`src/rtl/ldpc_pkg.sv`:
```
// Shared types and default constants for the LDPC iteration controller.
// The default constants match the reference decoder configuration.
package ldpc_pkg;

   typedef enum logic [1:0] {
      ST_IDLE,
      ST_RUN,
      ST_DONE
   } state_t;

   localparam int LDPC_ITER_CYCLES = 7;
   localparam int LDPC_MAX_ITERS   = 17;
   localparam int LDPC_ITER_W      = 8;

endpackage

```
`src/rtl/ldpc_phase_ctr.sv`:
```
// Modulo-ITER_CYCLES phase counter with registered phase strobes.
// Each strobe appears the clock after the counter sits on its phase.
module ldpc_phase_ctr
   import ldpc_pkg::*;
#(
   parameter int ITER_CYCLES = LDPC_ITER_CYCLES,
   parameter int VN_PHASE    = 2,
   parameter int CN_PHASE    = 4
) (
   input  logic clk,
   input  logic rst,
   input  logic clr,
   input  logic adv,
   output logic vn_hit,
   output logic cn_hit,
   output logic end_of_iter
);

   localparam int CW = $clog2(ITER_CYCLES);
   localparam logic [CW-1:0] LAST  = CW'(ITER_CYCLES - 1);
   localparam logic [CW-1:0] VN_AT = CW'(VN_PHASE);
   localparam logic [CW-1:0] CN_AT = CW'(CN_PHASE);

   logic [CW-1:0] cnt;

   // Advance the phase and flag the phase matches of the advancing cycle.
   always_ff @(posedge clk or posedge rst) begin
      if (rst) begin
         cnt         <= '0;
         vn_hit      <= 1'b0;
         cn_hit      <= 1'b0;
         end_of_iter <= 1'b0;
      end else if (clr) begin
         cnt         <= '0;
         vn_hit      <= 1'b0;
         cn_hit      <= 1'b0;
         end_of_iter <= 1'b0;
      end else begin
         vn_hit      <= adv && (cnt == VN_AT);
         cn_hit      <= adv && (cnt == CN_AT);
         end_of_iter <= adv && (cnt == LAST);
         if (adv) begin
            cnt <= (cnt == LAST) ? '0 : cnt + 1'b1;
         end
      end
   end

endmodule

```
`src/rtl/ldpc_iter_scheduler.sv`:
```
// LDPC iteration scheduler: start/done handshake, stall, abort and
// syndrome-based early termination around a phase counter.
module ldpc_iter_scheduler
   import ldpc_pkg::*;
#(
   parameter int ITER_CYCLES  = LDPC_ITER_CYCLES,
   parameter int VN_PHASE     = 2,
   parameter int CN_PHASE     = 4,
   parameter int MAX_ITERS    = LDPC_MAX_ITERS,
   parameter int ITER_W       = LDPC_ITER_W,
   parameter int EARLY_TERM   = 1,
   parameter int STABLE_ITERS = 1
) (
   input  logic              clk,
   input  logic              rst,
   input  logic              start,
   input  logic              en,
   input  logic              abort,
   input  logic              syndrome_ok,
   output logic              vn_latch,
   output logic              cn_latch,
   output logic              first_iter,
   output logic [ITER_W-1:0] iter_num,
   output logic              busy,
   output logic              done,
   output logic              converged,
   output logic [ITER_W-1:0] iters_used
);

   if (ITER_CYCLES < 3) begin : g_bad_cycles
      $error("ITER_CYCLES must be at least 3");
   end
   if (VN_PHASE < 0 || VN_PHASE >= CN_PHASE || CN_PHASE >= ITER_CYCLES) begin : g_bad_phase
      $error("need 0 <= VN_PHASE < CN_PHASE < ITER_CYCLES");
   end
   if (MAX_ITERS < 1 || MAX_ITERS >= (1 << ITER_W)) begin : g_bad_iters
      $error("MAX_ITERS must be in 1 .. 2**ITER_W-1");
   end
   if (STABLE_ITERS < 1 || STABLE_ITERS >= (1 << ITER_W)) begin : g_bad_stable
      $error("STABLE_ITERS must be in 1 .. 2**ITER_W-1");
   end
   if (EARLY_TERM != 0 && EARLY_TERM != 1) begin : g_bad_early
      $error("EARLY_TERM must be 0 or 1");
   end

   localparam logic [ITER_W-1:0] LAST_ITER = ITER_W'(MAX_ITERS - 1);
   localparam logic [ITER_W-1:0] MAX_N     = ITER_W'(MAX_ITERS);
   localparam logic [ITER_W-1:0] STABLE_N  = ITER_W'(STABLE_ITERS);
   localparam logic              EARLY_ON  = (EARLY_TERM != 0);

   state_t            state, state_nx;
   logic [ITER_W-1:0] iter_q, iter_nx;
   logic [ITER_W-1:0] stable_q, stable_nx;
   logic [ITER_W-1:0] used_q, used_nx;
   logic [ITER_W-1:0] bump;
   logic              conv_q, conv_nx;
   logic              clr, adv, eoi;

   assign bump = stable_q + 1'b1;

   ldpc_phase_ctr #(
      .ITER_CYCLES(ITER_CYCLES),
      .VN_PHASE   (VN_PHASE),
      .CN_PHASE   (CN_PHASE)
   ) u_phase (
      .clk        (clk),
      .rst        (rst),
      .clr        (clr),
      .adv        (adv),
      .vn_hit     (vn_latch),
      .cn_hit     (cn_latch),
      .end_of_iter(eoi)
   );

   // Next state; the counter is held on the finishing cycle so no strobe leaks.
   always_comb begin
      state_nx  = state;
      iter_nx   = iter_q;
      stable_nx = stable_q;
      used_nx   = used_q;
      conv_nx   = conv_q;
      clr       = 1'b0;
      adv       = 1'b0;
      unique case (state)
         ST_IDLE, ST_DONE: begin
            if (start) begin
               state_nx  = ST_RUN;
               iter_nx   = '0;
               stable_nx = '0;
               used_nx   = '0;
               conv_nx   = 1'b0;
               clr       = 1'b1;
            end
         end
         ST_RUN: begin
            if (abort) begin
               state_nx  = ST_IDLE;
               iter_nx   = '0;
               stable_nx = '0;
               clr       = 1'b1;
            end else begin
               adv = en;
               if (eoi) begin
                  if (EARLY_ON && syndrome_ok) begin
                     stable_nx = bump;
                  end else if (!syndrome_ok) begin
                     stable_nx = '0;
                  end
                  if (EARLY_ON && syndrome_ok && bump == STABLE_N) begin
                     state_nx = ST_DONE;
                     conv_nx  = 1'b1;
                     used_nx  = iter_q + 1'b1;
                     adv      = 1'b0;
                  end else if (iter_q == LAST_ITER) begin
                     state_nx = ST_DONE;
                     conv_nx  = syndrome_ok;
                     used_nx  = MAX_N;
                     adv      = 1'b0;
                  end else begin
                     iter_nx = iter_q + 1'b1;
                  end
               end
            end
         end
         default: begin
            state_nx = ST_IDLE;
         end
      endcase
   end

   // Controller state and result registers.
   always_ff @(posedge clk or posedge rst) begin
      if (rst) begin
         state    <= ST_IDLE;
         iter_q   <= '0;
         stable_q <= '0;
         used_q   <= '0;
         conv_q   <= 1'b0;
      end else begin
         state    <= state_nx;
         iter_q   <= iter_nx;
         stable_q <= stable_nx;
         used_q   <= used_nx;
         conv_q   <= conv_nx;
      end
   end

   assign busy       = (state == ST_RUN);
   assign done       = (state == ST_DONE);
   assign first_iter = busy && (iter_q == '0);
   assign iter_num   = iter_q;
   assign iters_used = used_q;
   assign converged  = conv_q;

endmodule

```
`config.mk`:
```
export PLATFORM = sky130hd
export DESIGN_NAME = ldpc_iter_scheduler
export DESIGN_NICKNAME = d
export VERILOG_FILES = /design/src/rtl/ldpc_pkg.sv /design/src/rtl/ldpc_phase_ctr.sv /design/src/rtl/ldpc_iter_scheduler.sv
export SDC_FILE = /design/constraint.sdc
export NUM_CORES = 1
export LEC_CHECK = 0
export CAP_MARGIN = 30
export CORE_MARGIN = 4
export CORE_UTILIZATION = 35
export CTS_CLUSTER_SIZE = 14
export DETAILED_ROUTE_END_ITERATION = 16
export PLACE_DENSITY = 0.54
export SLEW_MARGIN = 20
export SYNTH_ARGS = -nofsm -noshare
export SYNTH_HDL_FRONTEND = slang
export SYNTH_SLANG_ARGS = --single-unit
```
`constraint.sdc`:
```
create_clock -name clk -period 3.11 [get_ports clk]
set_input_delay 0.622 -clock clk [delete_from_list [all_inputs] [get_ports clk]]
set_output_delay 0.622 -clock clk [all_outputs]
set_load 0.02 [all_outputs]
```
# [Yosys cells after proc, flatten, opt, wreduce, memory -nomap -nowiden]
# Index checks and enable logic that the tools add are counted.
# W data, S select, Z words.
[op_classes] add_sub_neg=3 mux=41 n_reduce_logical=14 eq_ne=15
[ops] operator="$mux W8" n=12
[ops] operator="$pmux W8 S2" n=3
[ops] operator="$add A8 B1 Y8 const B" n=2
[ops] operator="$mux W1" n=15
[ops] operator="$mux W2" n=5
[ops] operator="$reduce_and A5 Y1" n=2
[ops] operator="$mux W3" n=3
[ops] operator="$eq A8 B1 Y1 const B" n=1
[ops] operator="$eq A8 B5 Y1 const B" n=1
[ops] operator="$logic_not A8 Y1" n=1
[ops] operator="$eq A3 B3 Y1 const B" n=2
[ops] operator="$ne A3 B3 Y1 const B" n=2
[ops] operator="$reduce_and A3 Y1" n=2
[ops] operator="$logic_and A1 B1 Y1" n=5
[ops] operator="$ne A2 B2 Y1 const B" n=2
[ops] operator="$ne A4 B2 Y1 const B" n=1
[ops] operator="$pmux W1 S2" n=2
[ops] operator="$pmux W2 S2" n=1
[ops] operator="$reduce_bool A2 Y1" n=2
[ops] operator="$add A3 B1 Y3 const B" n=1
[ops] operator="$eq A3 B2 Y1 const B" n=1
[ops] operator="$ne A3 B1 Y1 const B" n=1
[ops] operator="$ne A3 B2 Y1 const B" n=1
[ops] operator="$eq A2 B1 Y1 const B" n=1
[ops] operator="4 further kinds" n=4
[word_totals] register_bits=33 in_bits=6 output_inout_bits=22

# [Depth between registers and ports, before layout]
[logic_depth] depth_word=9 depth_mapped=9 depth_no_buf=8

# [Hierarchy]
# From an unflattened synthesis, not the netlist that was laid out.
[hier_totals] cells_unflattened=194 area_unflattened_um2=1860.5
[by_module_without_submodules] mod="ldpc_iter_scheduler" cells_per_inst=173 seq_area_each_um2=675.6 instances=1 area_per_inst_um2=1614.0
[by_module_without_submodules] mod="ldpc_phase_ctr" cells_per_inst=21 seq_area_each_um2=150.1 instances=1 area_per_inst_um2=246.5

# [Least setup slack after synthesis]
# Ideal clock, no wire load.
[synth_path] path_kind="reg-to-reg" from="register stable_q[0]" to="register used_q[6] (netlist: iters_used[6])" stages_incl_launch_ff=8 arrival_time_ns=2.048 setup_time_ns=0.122 setup_slack_ns=0.940 n_path_buf=1 cell_sequence="dfrtp_1 -> ha_1 -> or4_1 -> o211a_2 -> nor3_4 -> buf_4 -> nand2_4 -> a32o_1"
[synth_via] elab_chain_cells=7 word_cells_on_any_way=9 classes_between="add/sub (1); eq/ne (2); mux (4); reduce/logical (2)"
[synth_lines] element="start: declaration" line_no="ldpc_iter_scheduler.sv:53" text="logic [ITER_W-1:0] stable_q, stable_nx;"
[synth_lines] element="start signal: assignment" line_no="ldpc_iter_scheduler.sv:142" text="stable_q <= stable_nx;"
[synth_lines] element="$add A8 B1 Y8 *" line_no="ldpc_iter_scheduler.sv:59" text="assign bump = stable_q + 1'b1;"
[synth_lines] element="$eq A8 B1 Y1 *" line_no="ldpc_iter_scheduler.sv:109" text="if (EARLY_ON && syndrome_ok && bump == STABLE_N) begin"
[synth_lines] element="$logic_and A1 B1 Y1 *" line_no="ldpc_iter_scheduler.sv:109"
[synth_lines] element="$mux W8" line_no="ldpc_iter_scheduler.sv:109"
[synth_lines] element="$mux W8" line_no="ldpc_iter_scheduler.sv:103" text="if (eoi) begin"
[synth_lines] element="$mux W8" line_no="ldpc_iter_scheduler.sv:96" text="if (abort) begin"
[synth_lines] element="$pmux W8 S2" line_no="ldpc_iter_scheduler.sv:84" text="unique case (state)"
[synth_lines] element="end signal: assignment" line_no="ldpc_iter_scheduler.sv:143" text="used_q <= used_nx;"
[synth_lines] element="end: declaration" line_no="ldpc_iter_scheduler.sv:54" text="logic [ITER_W-1:0] used_q, used_nx;"
# Every way passes the cells marked *; elsewhere a longest branch is shown, timed or not. The select of a mux whose other input is x is not followed.
# A chain may end at the register's enable or synchronous reset.

# [Worst setup path after layout]
[layout_path] from="register iter_q[0] (netlist: iter_num[0])" to="output port first_iter"
[layout_via] elab_chain_cells=2
[layout_lines] element="start: declaration" line_no="ldpc_iter_scheduler.sv:52" text="logic [ITER_W-1:0] iter_q, iter_nx;"
[layout_lines] element="start signal: assignment" line_no="ldpc_iter_scheduler.sv:141" text="iter_q <= iter_nx;"
[layout_lines] element="$logic_not A8 Y1" line_no="ldpc_iter_scheduler.sv:150" text="assign first_iter = busy && (iter_q == '0);"
[layout_lines] element="$logic_and A1 B1 Y1" line_no="ldpc_iter_scheduler.sv:150"
[layout_lines] element="end: declaration" line_no="ldpc_iter_scheduler.sv:22" text="output logic first_iter,"
# Every way passes these cells.

==> flow_summary.yaml <==
status:
  run_status: "completed"
clock_network:
  ctsLongestPathBuffers: 2
  clk_root_buffer_cell: "sky130_fd_sc_hd__clkbuf_8"
  cts.repair.resized: 0
  numCtsBuffers: 5
  clkLatencyLatePin_ps: 280
  total_setup_buffers_inserted_after_cts: 0
  tritoncts_num_sinks: 33
  cts.htree.levels: 2
  tritoncts: "built"
  cts.clk_slew.worst_paths_ps: 60
  cts-hold-fix-buffers: 0
worst_setup_path:
  setup.worst_path.end: "first_iter"
  critical_path_peak_fanout: 5
  worstPathBufferInverterCount: 2
  cp_cell_sequence: "inv_1 > ha_1 > nor4b_2 > nand2_1 > nor3_1 > clkdlybuf4s50_1"
  cp.depth: 6
  cp_top_delay_family: "buffers and inverters"
  timing.critical_path.from: "iter_num[0]"
  ff2ff_setup_slack_ps: 590
  critical_path.reg2reg.endpoint: "iters_used[1]"
  start_kind: "register"
  r2r-start: "stable_q[0]"
  timing.critical_path.slowest_cell_delay_ps: 640
  endpoint_type_of_the_worst_setup_path: "output port"
  critical_path_required_ps: 2490
  cpMaxStageDelayCell: "sky130_fd_sc_hd__clkdlybuf4s50_1"
  criticalPathCategory: "reg -> out"
  timing.critical_path.arrival_ps: 2150
  ff2ff_path_depth: 6
die:
  fp.dieArea_um2: 6578
  core-area_um2: 5140
  initial_core_util_pct: 36.39
  design.portCount: 28
  dieWidth_um: 81.11
  placementRows: 26
  fp.dieH_um: 81.11
logic_synthesis:
  synth.cell_area_um2: 1871
  synth-async-reset-ratio_pct: 100.0
  ys_seq_elements: 33
  mapped_nets: 204
  yosys_warnings: 0
  synth_mux_area_share_pct: 2.140
  synth.largest_area_cell: "sky130_fd_sc_hd__dfrtp_1"
  synth_edf_count: 0
  synthDistinctLibCells: 53
  synth_area_per_cell_um2: 9.642
  ys_dominant_reg_cell: "sky130_fd_sc_hd__dfrtp_1"
  synth_xor_area_share_pct: 3.746
  synthesis.instances: 194
  synthAdderAreaFrac_pct: 2.676
  compound_gate_portion_of_the_synthesized_area_pct: 19.80
  synth.top_cells.by_area: "sky130_fd_sc_hd__dfrtp_1 44%, sky130_fd_sc_hd__nand2_1 4.6%, sky130_fd_sc_hd__o21ai_0 3.7%"
  synth_largest_type_area_fraction_pct: 44.15
  main_combinational_cell_family_by_area_after_synthesis: "simple AND/OR/NAND/NOR gates"
  synth-simple-area-share_pct: 22.01
  synth_sequential_area_ratio_pct: 44.15
sta:
  fmax_mhz: 361.2
  drv_slew: 0
  rsz_0062_raised_after_global_routing: "false"
  min_period_over_period_pct: 89.03
  finalHoldViolations: 0
  tightest_slew_ps: 639.2
  finalSetupViolCount: 0
  finalClockSkew_ps: 7.587
  tns_ps: 0
  timing.max_slew.rel_slack_pct: 57.23
  post-route-min-period_ps: 2769
drt:
  drtPass1Iterations: 4
  wl_mm: 4.486
  via_count: 1549
  drt_iter0_drc: 87
  postRouteAntennaNets: 0
  post_drt_via_cell_ratio: 5.360
  route.detailed.drc: 0
  wl_per_cell_um: 15.52
min_path:
  hold_class: "reg -> reg"
pwr:
  ir_worst_vdd_v: 0.0002075
  clkPwrFrac_pct: 35.4
  powerDensity_nw_per_um2: 365.8
  share_comb_of_total_power_pct: 11.1
  switching_share_pct: 25.48
  sequentialPowerShare_pct: 53.5
  internal-power_uw: 615.9
  cellLeakagePower_nw: 1.008
  total_power_uw: 826.5
  switch_pwr_uw: 210.5
finish:
  area_growth_syn_to_layout_pct: 20.80
  fillers: 542
  drive_gt1_share_pct: 6.849
  layout_common_cells: "33 x sky130_fd_sc_hd__dfrtp_1, 27 x sky130_fd_sc_hd__clkdlybuf4s50_1, 23 x sky130_fd_sc_hd__nand2_1"
  num-nets-final: 230
  fin_area_um2: 2260
  mostFrequentLayoutCell: "sky130_fd_sc_hd__dfrtp_1"
  antenna_cells: 0
global_route:
  grt_util_all_layers_pct: 15.40
  maximum_number_of_pins_on_one_net_before_global_route_repair: 19
  grt_antenna_before_repair: 0
  grt_pass1_vias: 1623
  grt_remaining_overflow: 0
  grt_first_pass_wirelength_mm: 7.686
run:
  max_cap_viols: 0
place:
  post-dp-hpwl_mm: 3.223
  placed_cell_area_um2: 2186
  number_of_port_buffers: 27
  gp_congestion: 0.8587
[cells by family after synthesis]
group / after synthesis
AO/OA/AOI/OAI: 52
buffers and inverters: 22
XOR/XNOR: 8
multiplexers: 4
AND/OR/NAND/NOR: 71
adder cells (fa/ha/maj): 4
flip-flops: 33
[state kept, by name (all words and copies together), names as in the netlist]
signal               count
u_phase.cn_hit           1
converged                1
iters_used               8
state                    2
u_phase.cnt              3
u_phase.end_of_iter      1
u_phase.vn_hit           1
iter_num                 8
stable_q                 8
[worst min-delay path by stage]
stage                           to  cells after the start            from  slack, ps
floorplan           u_phase.vn_hit                      1  u_phase.cnt[2]        490
global placement     iters_used[1]                      1   iters_used[1]        510
detailed placement   iters_used[3]                      1   iters_used[3]        510
CTS                  iters_used[3]                      1   iters_used[3]        530
global route         iters_used[3]                      1   iters_used[3]        530
finish               iters_used[3]                      1   iters_used[3]        520
[layout make-up]
cell class / instances / area [um^2] / area share, %
multi-input combinational: 139 / 942.2 / 41.69
sequential: 33 / 825.8 / 36.54
timing repair buffer: 29 / 285.3 / 12.62
tap: 70 / 87.58 / 3.876
clock buffer: 5 / 68.82 / 3.045
inverter: 12 / 45.04 / 1.993
clock inverter: 1 / 5.005 / 0.2215
[per-layer routing]
layer / track usage, % / share of wire (%)
met2: 24.14 / 46
met5: 0 / 0
met1: 20.18 / 47
met4: 6.081 / 1.8
met3: 4.102 / 4.2
[stage by stage]
| stage | hold slack (ps) | utilization (%) | setup slack, ps | std cells |
|---|---|---|---|---|
| 2_1_floorplan | 492.3 | - | 940.3 | 194 |
| 3_3_place_gp | 508.7 | 42.53 | 573.1 | 283 |
| 3_5_place_dp | 510.3 | 42.53 | 574.8 | 283 |
| 4_1_cts | 525.2 | 43.96 | 275.9 | 289 |
| 5_1_grt | 530.0 | 43.96 | 166.5 | 289 |
| 6_report | 525.0 | 43.96 | 341.3 | 289 |
[worst reg2reg max path, cell delays in order (launching register included)]
cell and delay [ps]:
sky130_fd_sc_hd__dfrtp_1 410, sky130_fd_sc_hd__ha_1 260, sky130_fd_sc_hd__or4_1 560, sky130_fd_sc_hd__o211a_2 180
sky130_fd_sc_hd__nor3_4 470, sky130_fd_sc_hd__nand2_4 210, sky130_fd_sc_hd__a32o_1 320
[power groups by stage]
stage	Clock [mW]	Combinational (mW)	Sequential, mW
3_5_place_dp	0	0.0925	0.450
6_report	0.293	0.0916	0.442
3_3_place_gp	0	0.0915	0.449
2_1_floorplan	0	0.0596	0.448
4_1_cts	0.304	0.0931	0.442
5_1_grt	0.323	0.103	0.442
[synthesized netlist by cell type (2+ instances only)]
cell type / instances
sky130_fd_sc_hd__a21oi_1: 3
sky130_fd_sc_hd__a21oi_2: 2
sky130_fd_sc_hd__a22oi_1: 2
sky130_fd_sc_hd__a31oi_1: 4
sky130_fd_sc_hd__a32o_1: 6
sky130_fd_sc_hd__and2_1: 2
sky130_fd_sc_hd__and3_1: 7
sky130_fd_sc_hd__buf_4: 3
sky130_fd_sc_hd__clkbuf_1: 5
sky130_fd_sc_hd__dfrtp_1: 33
sky130_fd_sc_hd__ha_1: 4
sky130_fd_sc_hd__inv_1: 12
sky130_fd_sc_hd__mux2i_1: 4
sky130_fd_sc_hd__nand2_1: 23
sky130_fd_sc_hd__nand2b_1: 5
sky130_fd_sc_hd__nand3_1: 8
sky130_fd_sc_hd__nor2_1: 6
sky130_fd_sc_hd__nor2b_1: 2
sky130_fd_sc_hd__nor3_1: 3
sky130_fd_sc_hd__nor4bb_1: 2
sky130_fd_sc_hd__o21a_1: 2
sky130_fd_sc_hd__o21ai_0: 14
sky130_fd_sc_hd__o21ai_1: 3
sky130_fd_sc_hd__o2bb2ai_1: 3
sky130_fd_sc_hd__or4_1: 2
sky130_fd_sc_hd__xnor2_1: 6
sky130_fd_sc_hd__xor2_1: 2
Note: power is estimated with default switching activity, not from simulation.
==> variant, RTL diff (config.mk and constraints unchanged) <==
`LDPC_ITER_W`: 8 -> 7.
--- a/src/rtl/ldpc_pkg.sv
+++ b/src/rtl/ldpc_pkg.sv
@@ -12,3 +12,3 @@
    localparam int LDPC_MAX_ITERS   = 17;
-   localparam int LDPC_ITER_W      = 8;
+   localparam int LDPC_ITER_W      = 7;
 
Ports: changed (resized iter_num and iters_used); port bits go from 28 to 26. The function was not compared with the original's and may differ.
==> variant against the unedited design <==
  * Count of clock-buffer cells in the layout grew 2
  * Fmax is essentially flat
  * Area after synthesis shrank 14%
  * Setup slack lost 0.0015 ns
  * Register-to-register slack gained 0.03 ns
  * Clock skew shrank 0.0051 ns
  * Non-clock buffer count shrank 3
  * Sequential cell count shrank 3
  * Power grew 4.4%
  * Sequential share of layout area grew 1.1 points
  * Wire length shrank 18%
  * Cell area shrank 12%
  * Core utilization grew 1.5 points
  * Synthesized cell count shrank 12%
  * Critical path type unchanged
  * Largest power group unchanged
==> variant: results (changes against the unedited design) <==
| Metric | Value |
|---|---|
| Drt pass-1 iters | `5 (was 4)` |
| Synth area leaders | `dfrtp_1 47%, o21ai_0 5.9%, nand2_1 3.5% (was dfrtp_1 44%, nand2_1 4.6%, o21ai_0 3.7%)` |
| Slowest-stage cell, CP | `clkdlybuf4s50_1 (unchanged)` |
| Synth unique cells | `42 (was 53)` |
| Synth Area in Adders | `3.118% (was 2.676%)` |
| Post-synthesis sequential area ratio | `46.77% (was 44.15%)` |
| Placed cell area | `1902 um2 (was 2186 um2)` |
| Setup WS pre-CTS | `0.2641 ns (was 0.5748 ns)` |
| Routed wire length | `3667 um (was 4486 um)` |
| Slowest stage delay, CP | `0.64 ns (about the same)` |
| Met2 WL post-DR | `1626 um (was 2084 um)` |
| Synth cell count leaders | `30 x dfrtp_1, 19 x o21ai_0, 15 x nand2_1, 15 x nor2_1, 10 x inv_1 (was 33 x dfrtp_1, 23 x nand2_1, 14 x o21ai_0, 12 x inv_1, 8 x nand3_1)` |
| Mux cell area share after synthesis | `0% (was 2.140%)` |
| Crit path max fanout | `7 (was 5)` |
| Synth Area in XOR/XNOR | `3.819% (was 3.746%)` |
| Layout cells sized above 1 | `7.463% (was 6.849%)` |
| Peak supply drop | `0.2121 mV (was 0.2075 mV)` |
| Cells after DPL | `245 (was 283)` |
| Routed met3 length | `158 um (was 188 um)` |
| Via count | `1364 (was 1549)` |
| Clock skew | `0.002524 ns (was 0.007587 ns)` |
| Outcome | `finished clean (unchanged)` |
| Internal power | `628.5 uW (was 615.9 uW)` |
| PwrDens | `433.0 nW/um2 (was 365.8 nW/um2)` |
| Vias/cell | `5.391 (was 5.360)` |
| 1st-iter DRT viols | `40 (was 87)` |
| First-pass GRT wire length | `6044 um (was 7686 um)` |
| GR Util met1 | `18.90% (was 20.18%)` |
| Met1 wire length | `1830 um (was 2130 um)` |
| Hold WS | `0.4976 ns (was 0.5250 ns)` |
| Largest net degree at the start of global routing | `31 (was 19)` |
| Grt met3 use | `4.354% (was 4.102%)` |
| Leakage power | `0.8703 nW (was 1.008 nW)` |
| GR Util met2 | `21.57% (was 24.14%)` |
| Compound-Gate Fraction of Synth Area | `22.29% (was 19.80%)` |
| R2R depth | `7 (was 6)` |
| Hold path endpoint | `iters_used[6] (was iters_used[3])` |
| Worst hold path startpoint | `iters_used[6] (was iters_used[3])` |
| Mapped Cells | `171 (was 194)` |
| R2R setup slack | `0.62 ns (was 0.59 ns)` |
| Vias in the first global route | `1265 (was 1623)` |
-- variant: layout make-up --
type                    instances  area, um2
well taps                      52      65.06
repair buffers                 26      257.7
clock buffers                   7      86.33
inverters                      10      37.54
multi-input cells             127      790.8
flip-flops and latches         30      750.7
fillers                       419       2391
clock inverters                 1      5.005
-- variant: worst register-to-register path, stage by stage, from the launching register on --
cell	delay (ns)
dfrtp_1	0.46
ha_1	0.31
xor2_1	0.17
nor4_1	0.24
o22ai_1	0.30
a211o_1	0.44
and2_4	0.22
a22o_1	0.23
-- variant: worst max path at each step --
stage	to	cells past startpoint	from	slack, ns
finish	first_iter	6	iter_num[0]	0.34
detailed placement	iters_used[3]	7	syndrome_ok	0.26
global placement	iters_used[1]	7	syndrome_ok	0.33
global route	first_iter	6	iter_num[0]	0.19
floorplan	first_iter	5	iter_num[0]	0.95
CTS	first_iter	6	iter_num[0]	0.32
